$ cat src/rtl/d_cache_write_buffer_pkg.sv
// Shared types and constants for the data-cache posted-write buffer.
// Holds the FSM state encoding and the packed FIFO entry layout.
package d_cache_write_buffer_pkg;

  localparam logic [2:0] S_IDLE   = 3'd0;
  localparam logic [2:0] S_W_REQ  = 3'd1;
  localparam logic [2:0] S_W_WAIT = 3'd2;
  localparam logic [2:0] S_R_REQ  = 3'd3;
  localparam logic [2:0] S_R_WAIT = 3'd4;

  typedef enum logic [2:0] {
    IDLE   = S_IDLE,
    W_REQ  = S_W_REQ,
    W_WAIT = S_W_WAIT,
    R_REQ  = S_R_REQ,
    R_WAIT = S_R_WAIT
  } state_e;

  // Entry layout: {addr[31:0], size[1:0], wdata[31:0]}
  localparam int ENTRY_W   = 32 + 32 + 2;
  localparam int WDATA_LSB = 0;
  localparam int SIZE_LSB  = 32;
  localparam int ADDR_LSB  = 34;

  function automatic logic [ENTRY_W-1:0] pack_entry(
    input logic [31:0] addr,
    input logic [1:0]  size,
    input logic [31:0] wdata
  );
    return {addr, size, wdata};
  endfunction

endpackage

$ cat src/rtl/d_cache_write_buffer_wb_fifo.sv
// Write-buffer FIFO: DEPTH x ENTRY_W storage, push at tail, pop at head.
// Ports: push_i/pop_i/din_i in; head_o, full_o, empty_o, count_o out.
module wb_fifo
  import d_cache_write_buffer_pkg::*;
#(
  parameter  int DEPTH = 4,
  localparam int PTR_W = $clog2(DEPTH)
) (
  input  logic               clk,
  input  logic               rst,
  input  logic               push_i,
  input  logic               pop_i,
  input  logic [ENTRY_W-1:0] din_i,
  output logic [ENTRY_W-1:0] head_o,
  output logic               full_o,
  output logic               empty_o,
  output logic [PTR_W:0]     count_o
);

  localparam logic [PTR_W:0]   CNT_ONE = (PTR_W+1)'(1);
  localparam logic [PTR_W:0]   CNT_MAX = (PTR_W+1)'(DEPTH);
  localparam logic [PTR_W-1:0] PTR_ONE = PTR_W'(1);

  logic [ENTRY_W-1:0] mem_q [DEPTH];
  logic [PTR_W-1:0]   head_q, head_d;
  logic [PTR_W-1:0]   tail_q, tail_d;
  logic [PTR_W:0]     count_q, count_d;
  logic               do_push, do_pop;

  assign full_o  = (count_q == CNT_MAX);
  assign empty_o = (count_q == '0);
  assign count_o = count_q;
  assign head_o  = mem_q[head_q];

  assign do_push = push_i & ~full_o;
  assign do_pop  = pop_i & ~empty_o;

  // Power-of-two depth: pointers wrap naturally.
  always_comb begin
    head_d  = head_q;
    tail_d  = tail_q;
    count_d = count_q;
    if (do_push) tail_d = tail_q + PTR_ONE;
    if (do_pop)  head_d = head_q + PTR_ONE;
    unique case ({do_push, do_pop})
      2'b10:   count_d = count_q + CNT_ONE;
      2'b01:   count_d = count_q - CNT_ONE;
      default: count_d = count_q;
    endcase
  end

  always_ff @(posedge clk or posedge rst) begin
    if (rst) begin
      head_q  <= '0;
      tail_q  <= '0;
      count_q <= '0;
    end else begin
      head_q  <= head_d;
      tail_q  <= tail_d;
      count_q <= count_d;
    end
  end

  // Payload storage is not reset; only pointers define validity.
  always_ff @(posedge clk) begin
    if (do_push) mem_q[tail_q] <= din_i;
  end

endmodule

$ cat src/rtl/d_cache_write_buffer.sv
// Posted-write buffer between the D-cache memory port and the AXI sram port.
// Ports: in_* upstream sram-like slave side, out_* downstream master side.
module d_cache_write_buffer
  import d_cache_write_buffer_pkg::*;
#(
  parameter  int DEPTH = 4,
  localparam int PTR_W = $clog2(DEPTH)
) (
  input  logic        clk,
  input  logic        rst,
  input  logic        in_req,
  input  logic        in_wr,
  input  logic [1:0]  in_size,
  input  logic [31:0] in_addr,
  input  logic [31:0] in_wdata,
  output logic [31:0] in_rdata,
  output logic        in_addr_ok,
  output logic        in_data_ok,
  output logic        out_req,
  output logic        out_wr,
  output logic [1:0]  out_size,
  output logic [31:0] out_addr,
  output logic [31:0] out_wdata,
  input  logic [31:0] out_rdata,
  input  logic        out_addr_ok,
  input  logic        out_data_ok
);

  localparam logic [PTR_W:0] CNT_ONE = (PTR_W+1)'(1);

  state_e             state_q, state_d;
  logic [31:0]        rd_addr_q, rd_addr_d;
  logic [1:0]         rd_size_q, rd_size_d;
  logic               wr_ok_q;

  logic               full, empty;
  logic [PTR_W:0]     count;
  logic [ENTRY_W-1:0] head;

  logic               wr_acc, rd_acc, pop, rd_done;

  // Writes stall only while a read owns the downstream port.
  assign wr_acc = in_req & in_wr & ~full &
                  (state_q != R_REQ) & (state_q != R_WAIT);
  // Reads wait for a fully drained buffer to keep RAW order.
  assign rd_acc = in_req & ~in_wr & empty & (state_q == IDLE);

  assign in_addr_ok = ~rst & (wr_acc | rd_acc);
  assign pop        = (state_q == W_WAIT) & out_data_ok;
  assign rd_done    = (state_q == R_WAIT) & out_data_ok;
  assign in_data_ok = wr_ok_q | rd_done;
  assign in_rdata   = out_rdata;

  wb_fifo #(.DEPTH(DEPTH)) u_fifo (
    .clk     (clk),
    .rst     (rst),
    .push_i  (wr_acc),
    .pop_i   (pop),
    .din_i   (pack_entry(in_addr, in_size, in_wdata)),
    .head_o  (head),
    .full_o  (full),
    .empty_o (empty),
    .count_o (count)
  );

  always_comb begin
    state_d   = state_q;
    rd_addr_d = rd_addr_q;
    rd_size_d = rd_size_q;
    if (rd_acc) begin
      rd_addr_d = in_addr;
      rd_size_d = in_size;
    end
    unique case (state_q)
      IDLE: begin
        if (!empty)      state_d = W_REQ;
        else if (rd_acc) state_d = R_REQ;
      end
      W_REQ: begin
        if (out_addr_ok) state_d = W_WAIT;
      end
      W_WAIT: begin
        // A same-edge push keeps the drain going.
        if (pop) begin
          if ((count > CNT_ONE) || wr_acc) state_d = W_REQ;
          else                             state_d = IDLE;
        end
      end
      R_REQ: begin
        if (out_addr_ok) state_d = R_WAIT;
      end
      R_WAIT: begin
        if (rd_done) state_d = IDLE;
      end
      default: state_d = IDLE;
    endcase
  end

  // Downstream fields come from the FIFO head or the read latch;
  // both hold steady for as long as the request is up.
  always_comb begin
    out_req   = 1'b0;
    out_wr    = 1'b0;
    out_size  = '0;
    out_addr  = '0;
    out_wdata = '0;
    unique case (state_q)
      W_REQ: begin
        out_req   = 1'b1;
        out_wr    = 1'b1;
        out_addr  = head[ADDR_LSB +: 32];
        out_size  = head[SIZE_LSB +: 2];
        out_wdata = head[WDATA_LSB +: 32];
      end
      R_REQ: begin
        out_req  = 1'b1;
        out_addr = rd_addr_q;
        out_size = rd_size_q;
      end
      default: ;
    endcase
  end

  always_ff @(posedge clk or posedge rst) begin
    if (rst) begin
      state_q   <= IDLE;
      rd_addr_q <= '0;
      rd_size_q <= '0;
      wr_ok_q   <= 1'b0;
    end else begin
      state_q   <= state_d;
      rd_addr_q <= rd_addr_d;
      rd_size_q <= rd_size_d;
      wr_ok_q   <= wr_acc;
    end
  end

endmodule

$ cat config.mk
export PLATFORM = sky130hd
export DESIGN_NAME = d_cache_write_buffer
export DESIGN_NICKNAME = d
export VERILOG_FILES = /design/src/rtl/d_cache_write_buffer_pkg.sv /design/src/rtl/d_cache_write_buffer_wb_fifo.sv /design/src/rtl/d_cache_write_buffer.sv
export SDC_FILE = /design/constraint.sdc
export NUM_CORES = 1
export LEC_CHECK = 0
export ABC_CLOCK_PERIOD_IN_PS = 4830
export CAP_MARGIN = 20
export CORE_ASPECT_RATIO = 1.25
export CORE_MARGIN = 2
export CORE_UTILIZATION = 35
export DETAILED_ROUTE_END_ITERATION = 6
export PLACE_DENSITY = 0.61
export SETUP_SLACK_MARGIN = 0.05
export SLEW_MARGIN = 5
export SYNTH_ARGS = -nofsm -noshare
export SYNTH_HDL_FRONTEND = slang
export SYNTH_SLANG_ARGS = --single-unit
export TNS_END_PERCENT = 50
$ cat constraint.sdc
create_clock -name clk -period 4.83 [get_ports clk]
set_clock_uncertainty 0.05 [all_clocks]
set_input_delay 0.966 -clock clk [delete_from_list [all_inputs] [get_ports clk]]
set_output_delay 0.966 -clock clk [all_outputs]
set_load 0.02 [all_outputs]
Yosys cells after proc, flatten, opt, wreduce, memory -nomap -nowiden
Memory sizes are Yosys's and may differ from the RTL's.
Index checks and enable logic that the tools add are counted.
{"block": "classes", "add_sub_neg": 4, "mul": 0, "div": 0, "magnitude_cmp": 1, "eq_ne": 14, "shift": 0, "muxes": 16, "n_bitwise": 18, "n_reduce_logical": 6}
{"operator": "$pmux W32 S2", "n": 1}
{"operator": "$mux W32", "n": 1}
{"operator": "$mux W3", "n": 6}
{"operator": "$pmux W3 S5", "n": 1}
{"operator": "$and A1 B1 Y1", "n": 12}
{"operator": "$eq A3 B2 Y1 const B", "n": 2}
{"operator": "$eq A3 B3 Y1 const B", "n": 2}
{"operator": "$logic_not A3 Y1", "n": 2}
{"operator": "$ne A2 B2 Y1 const B", "n": 3}
{"operator": "$ne A3 B3 Y1 const B", "n": 2}
{"operator": "$pmux W3 S2", "n": 1}
{"operator": "$mux W1", "n": 5}
{"operator": "$reduce_and A5 Y1", "n": 1}
{"operator": "$add A2 B1 Y2 const B", "n": 2}
{"operator": "$not A1 Y1", "n": 4}
{"operator": "$pmux W2 S2", "n": 1}
{"operator": "$add A3 B1 Y3 const B", "n": 1}
{"operator": "$eq A3 B1 Y1 const B", "n": 1}
{"operator": "$gt A3 B1 Y1 const B", "n": 1}
{"operator": "$ne A3 B2 Y1 const B", "n": 1}
{"operator": "$sub A3 B1 Y3 const B", "n": 1}
{"operator": "$eq A2 B1 Y1 const B", "n": 1}
{"operator": "$eq A2 B2 Y1 const B", "n": 1}
{"operator": "$ne A2 B1 Y1 const B", "n": 1}
{"operator": "4 further kinds", "n": 5}
{"block": "totals", "regBits": 45, "latch_bits": 0, "ramBits": 264, "romBits": 0, "out_inout_bits": 102, "word_cells": 67, "n_memories": 1}
{"name": "u_fifo.mem_q", "words": 4, "width": 66, "rd": 1, "rd_ports_with_merged_regs": 0, "write_ports": 1, "line_no": "d_cache_write_buffer_wb_fifo.sv:24", "rtl": "logic [ENTRY_W-1:0] mem_q [DEPTH];"}

Longest topological paths before layout
{"block": "depth", "depth_word": 9, "mapped_depth": 9, "ltp_nobuf": 9}

By module
From an unflattened synthesis, not the netlist that was laid out.
{"block": "hier_totals", "hier_cells": 597, "hier_area_um2": 12498.2}
{"mod": "wb_fifo", "n_inst": 1, "cells_each": 383, "area_per_inst_um2": 9964.6}
{"mod": "d_cache_write_buffer", "n_inst": 1, "cells_each": 214, "area_per_inst_um2": 2533.7}

Worst setup path after synthesis
Ideal clock, no wire load.
{"block": "synth_path", "path_kind": "in2reg", "from": "in in_wr", "to": "mem u_fifo.mem_q[0][0] (netlist name), enable pin", "arrival_ns": 3.181, "t_required_ns": 4.349, "setup_slack_ns": 1.168, "cell_stages": 3, "path_buffers": 0, "path_cell_list": "nand2_1 a2111oi_4 and2_1"}
{"block": "synth_between", "elab_chain_len": 7}
{"item": "start, declared", "line_no": "d_cache_write_buffer.sv:12", "rtl": "input logic in_wr,"}
{"item": "$and A1 B1 Y1 (3 in series)", "line_no": "d_cache_write_buffer.sv:43", "rtl": "assign wr_acc = in_req & in_wr & ~full &"}
{"item": "$and A1 B1 Y1", "line_no": "d_cache_write_buffer.sv:44", "rtl": "(state_q != R_REQ) & (state_q != R_WAIT);"}
{"item": "net u_fifo.push_i", "line_no": "d_cache_write_buffer_wb_fifo.sv:11", "rtl": "input logic push_i,"}
{"item": "$and A1 B1 Y1", "line_no": "d_cache_write_buffer_wb_fifo.sv:35", "rtl": "assign do_push = push_i & ~full_o;"}
{"item": "$mux W1", "line_no": "d_cache_write_buffer_wb_fifo.sv:66", "rtl": "if (do_push) mem_q[tail_q] <= din_i;"}
{"item": "$mux W1 (not written as such)", "line_no": "d_cache_write_buffer_wb_fifo.sv:66"}
{"item": "end, declared", "line_no": "d_cache_write_buffer_wb_fifo.sv:24"}
The timed path passes the listed nets, and every way through them passes these cells.

Worst setup path in the final report
{"block": "layout_path", "from": "reg u_fifo.head_q[0]", "to": "out out_addr[13]"}
{"block": "layout_between", "elab_chain_len": 2}
{"item": "start, declared", "line_no": "d_cache_write_buffer_wb_fifo.sv:25", "rtl": "logic [PTR_W-1:0] head_q, head_d;"}
{"item": "start signal, assigned", "line_no": "d_cache_write_buffer_wb_fifo.sv:54", "rtl": "head_q <= '0;"}
{"item": "start signal, assigned", "line_no": "d_cache_write_buffer_wb_fifo.sv:58", "rtl": "head_q <= head_d;"}
{"item": "$mem_v2 Z4 W66"}
{"item": "$pmux W32 S2", "line_no": "d_cache_write_buffer.sv:107", "rtl": "unique case (state_q)"}
{"item": "end, declared", "line_no": "d_cache_write_buffer.sv:22", "rtl": "output logic [31:0] out_addr,"}
No other way between the ends.

==> impl_metrics.tcl <==
set metrics [dict create \
    wl_per_cell_um 20.4 \
    drt_iter0_markers 290 \
    hold_class "reg2reg" \
    cts.htree.levels 1 \
    critPathMaxStageDelay_ns 0.76 \
    first_pass_iters 6 \
    crit_slowest_cell "dfrtp_4" \
    p_leak_nw 5.09 \
    post-synth-top-area-cell "edfxtp_1" \
    timing.fmax_mhz 247 \
    worst_slack_ns 0.776 \
    rsz0062_at_grt "no" \
    gr-total-overflow 0 \
    place_hpwl_mm 14.7 \
    setup_tns_ns 0 \
    cap_violations 0 \
    synth_seq_cells 309 \
    synth_nets 748 \
    hold_end "rd_addr_q[10]" \
    cts_resized 0 \
    fillCellCount 3143 \
    tightest_slew_ns 0.723 \
    routed_wl_mm 25.6 \
    gr-usage-met3 0.0357 \
    syn_area_mm2 0.0125 \
    design.core.area_mm2 0.0353 \
    utilization 0.431 \
    grt_pass1_wl_mm 39.3 \
    die_w_um 173 \
    p_per_area_mw_per_mm2 581 \
    numCtsBuffers 31 \
    rrSetupSlack_ns 1.99 \
    reg2reg_from "u_fifo.count_o[0]" \
    die_y_um 215 \
    cts_tree "yes" \
    holdPathStages 1 \
    post-place-ws_ns 0.811 \
    path_clk_slew_ns 0.06 \
    synthDistinctLibCells 32 \
    hold_viol_final 0 \
    postCtsHoldBufs 0 \
    postCtsSetupBuffers 0 \
    fin_nets 872 \
    area_growth_syn_to_layout_pct 21.9 \
    grt_pass1_vias 6670 \
    clk_latency_ns 0.56 \
    start_util 0.353 \
    outcome "finished clean" \
    num_vias 6051 \
    crit_required_ns 3.81 \
    pin_count 206 \
    gp_congestion 0.733 \
    busiest_layer "met2" \
    postSynthCellCount 635 \
    critPathKind "reg2out" \
    syn_avg_cell_area_um2 19.6 \
    drc 0 \
    cp_max_fo 30 \
    antenna_left 0 \
    slew_headroom 0.518 \
    final_cell_mix "edfxtp_1, clkdlybuf4s50_1, mux4_2, dfrtp_1, nor2_1" \
    synth.top_cell.area_share 0.637 \
    ir_drop_mv 0.285 \
    antenna_cells 0 \
    yosys_warnings 0 \
    drive_gt1_frac 0.224 \
    via_per_inst 4.82 \
    root_buffer "clkbuf_16" \
    critPathLaunchType "flop" \
    rr_endpoint "u_fifo.mem_q[2][58]" \
    grt_start_max_net_pins 43 \
    fp.dieArea_mm2 0.0371 \
    grt_util_all_layers 0.138 \
    post-route-period-util 0.839 \
    cp_top_family "buffers and inverters" \
    ys_top_cells_by_area "edfxtp_1, mux4_2, dfrtp_1" \
    use_met2 0.253 \
    crit_arrival_ns 3.04 \
    place.port_buffers 141 \
    clock_sinks 309 \
    rows 77 \
    period_minus_slack_ns 4.05 \
    setup_viol 0 \
    p_total_w 0.00882 \
    cp_cell_sequence "buf_12 > mux4_2 > mux2i_1 > nor2_1 > clkdlybuf4s50_1" \
    clk_path_buf_depth 3 \
    final_common_cell "edfxtp_1" \
    cp_num_buf_inv 2 \
    antenna_found_initial 0 \
    slew_viol_final 0 \
    worstHoldStart "rd_addr_q[10]" \
    yosysSeqAreaShare 0.727 \
    end_kind "output pin" \
    use_met1 0.155 \
    r2r.worst_path.cells 6 \
]
worst max-delay path by stage:
stage | startpoint | to | slack (ns) | cells past startpoint
2_1_floorplan | in_wr | u_fifo.mem_q[0][0] | 1.17 | 3
3_3_place_gp | in_wr | in_addr_ok | 0.87 | 6
3_5_place_dp | in_wr | in_addr_ok | 0.81 | 6
4_1_cts | u_fifo.head_q[0] | out_addr[13] | 0.64 | 5
5_1_grt | u_fifo.head_q[0] | out_addr[29] | 0.54 | 5
6_report | u_fifo.head_q[0] | out_addr[13] | 0.78 | 5
layout make-up:
class | count | area [µm²] | area share
clock buffer | 43 | 851 | 0.0560
clock inverter | 13 | 75.1 | 0.00494
inverter | 9 | 33.8 | 0.00222
multi-input combinational | 254 | 3000 | 0.197
sequential | 309 | 9060 | 0.597
tap | 474 | 593 | 0.0391
timing repair buffer | 154 | 1570 | 0.104
synthesized netlist by cell type:
library cell    n
o2111ai_1       1
o32a_1          1
nor4bb_1        1
edfxtp_1      264
nand2_1         6
nor2b_1         1
buf_1           2
xor2_1          2
dfrtp_1        45
and2_1         37
nor3b_1         1
or4_1           1
buf_4          38
ha_1            9
o21ai_0         3
inv_1           8
xnor2_1         5
clkbuf_1       11
o21ai_1         1
buf_2          12
inv_2           1
nand2b_2        1
o22ai_1         1
nor4b_2         1
a2111oi_4       1
o2bb2ai_1       1
mux4_2         66
mux2i_1        35
nor2_1         41
mux2_2         35
a21o_1          1
nand2b_1        2
metrics by stage:
step	cells	area, µm²	hold WS, ns
after floorplan	635	12500	0.418
after global placement	1200	14300	0.439
after detailed placement	1200	14300	0.446
after CTS	1256	15200	0.460
after global routing	1256	15200	0.467
final	1256	15200	0.457
kinds of logic (layout without fill, tap and decap cells):
logic type	after synthesis	after routing	synth area share
flip-flops	309	309	0.727
multiplexers	136	136	0.179
AND/OR/NAND/NOR	92	92	0.0382
buffers and inverters	72	219	0.0344
AO/OA/AOI/OAI	10	10	0.00714
adder cells (fa/ha/maj)	9	9	0.00904
XOR/XNOR	7	7	0.00492
state kept, by name, summed over array words and instances, names as in the netlist:
name            flops
rd_size_q           2
state_q             3
u_fifo.count_o      3
u_fifo.tail_q       2
rd_addr_q          32
wr_ok_q             1
u_fifo.head_q       2
u_fifo.mem_q      264
worst register-to-register path, stage by stage (launching register included):
cell and delay [ns]:
dfrtp_1 0.43, inv_1 0.09, ha_1 0.21, and2_1 0.16
a2111oi_4 0.57, and2_4 0.63, buf_12 0.35
power by group:
group,switching [W],internal (W)
Combinational,0.00145,0.00153
Sequential,0.000312,0.00334
Clock,0.000962,0.00123
Total,0.00273,0.00609
per-layer routing:
metal	wire (µm)	vias to the layer above
met3	1660	60
met4	678	0
li1	-	2693
met5	0	-
met2	13500	164
met1	9740	3134
(Power assumes the default switching activity.)
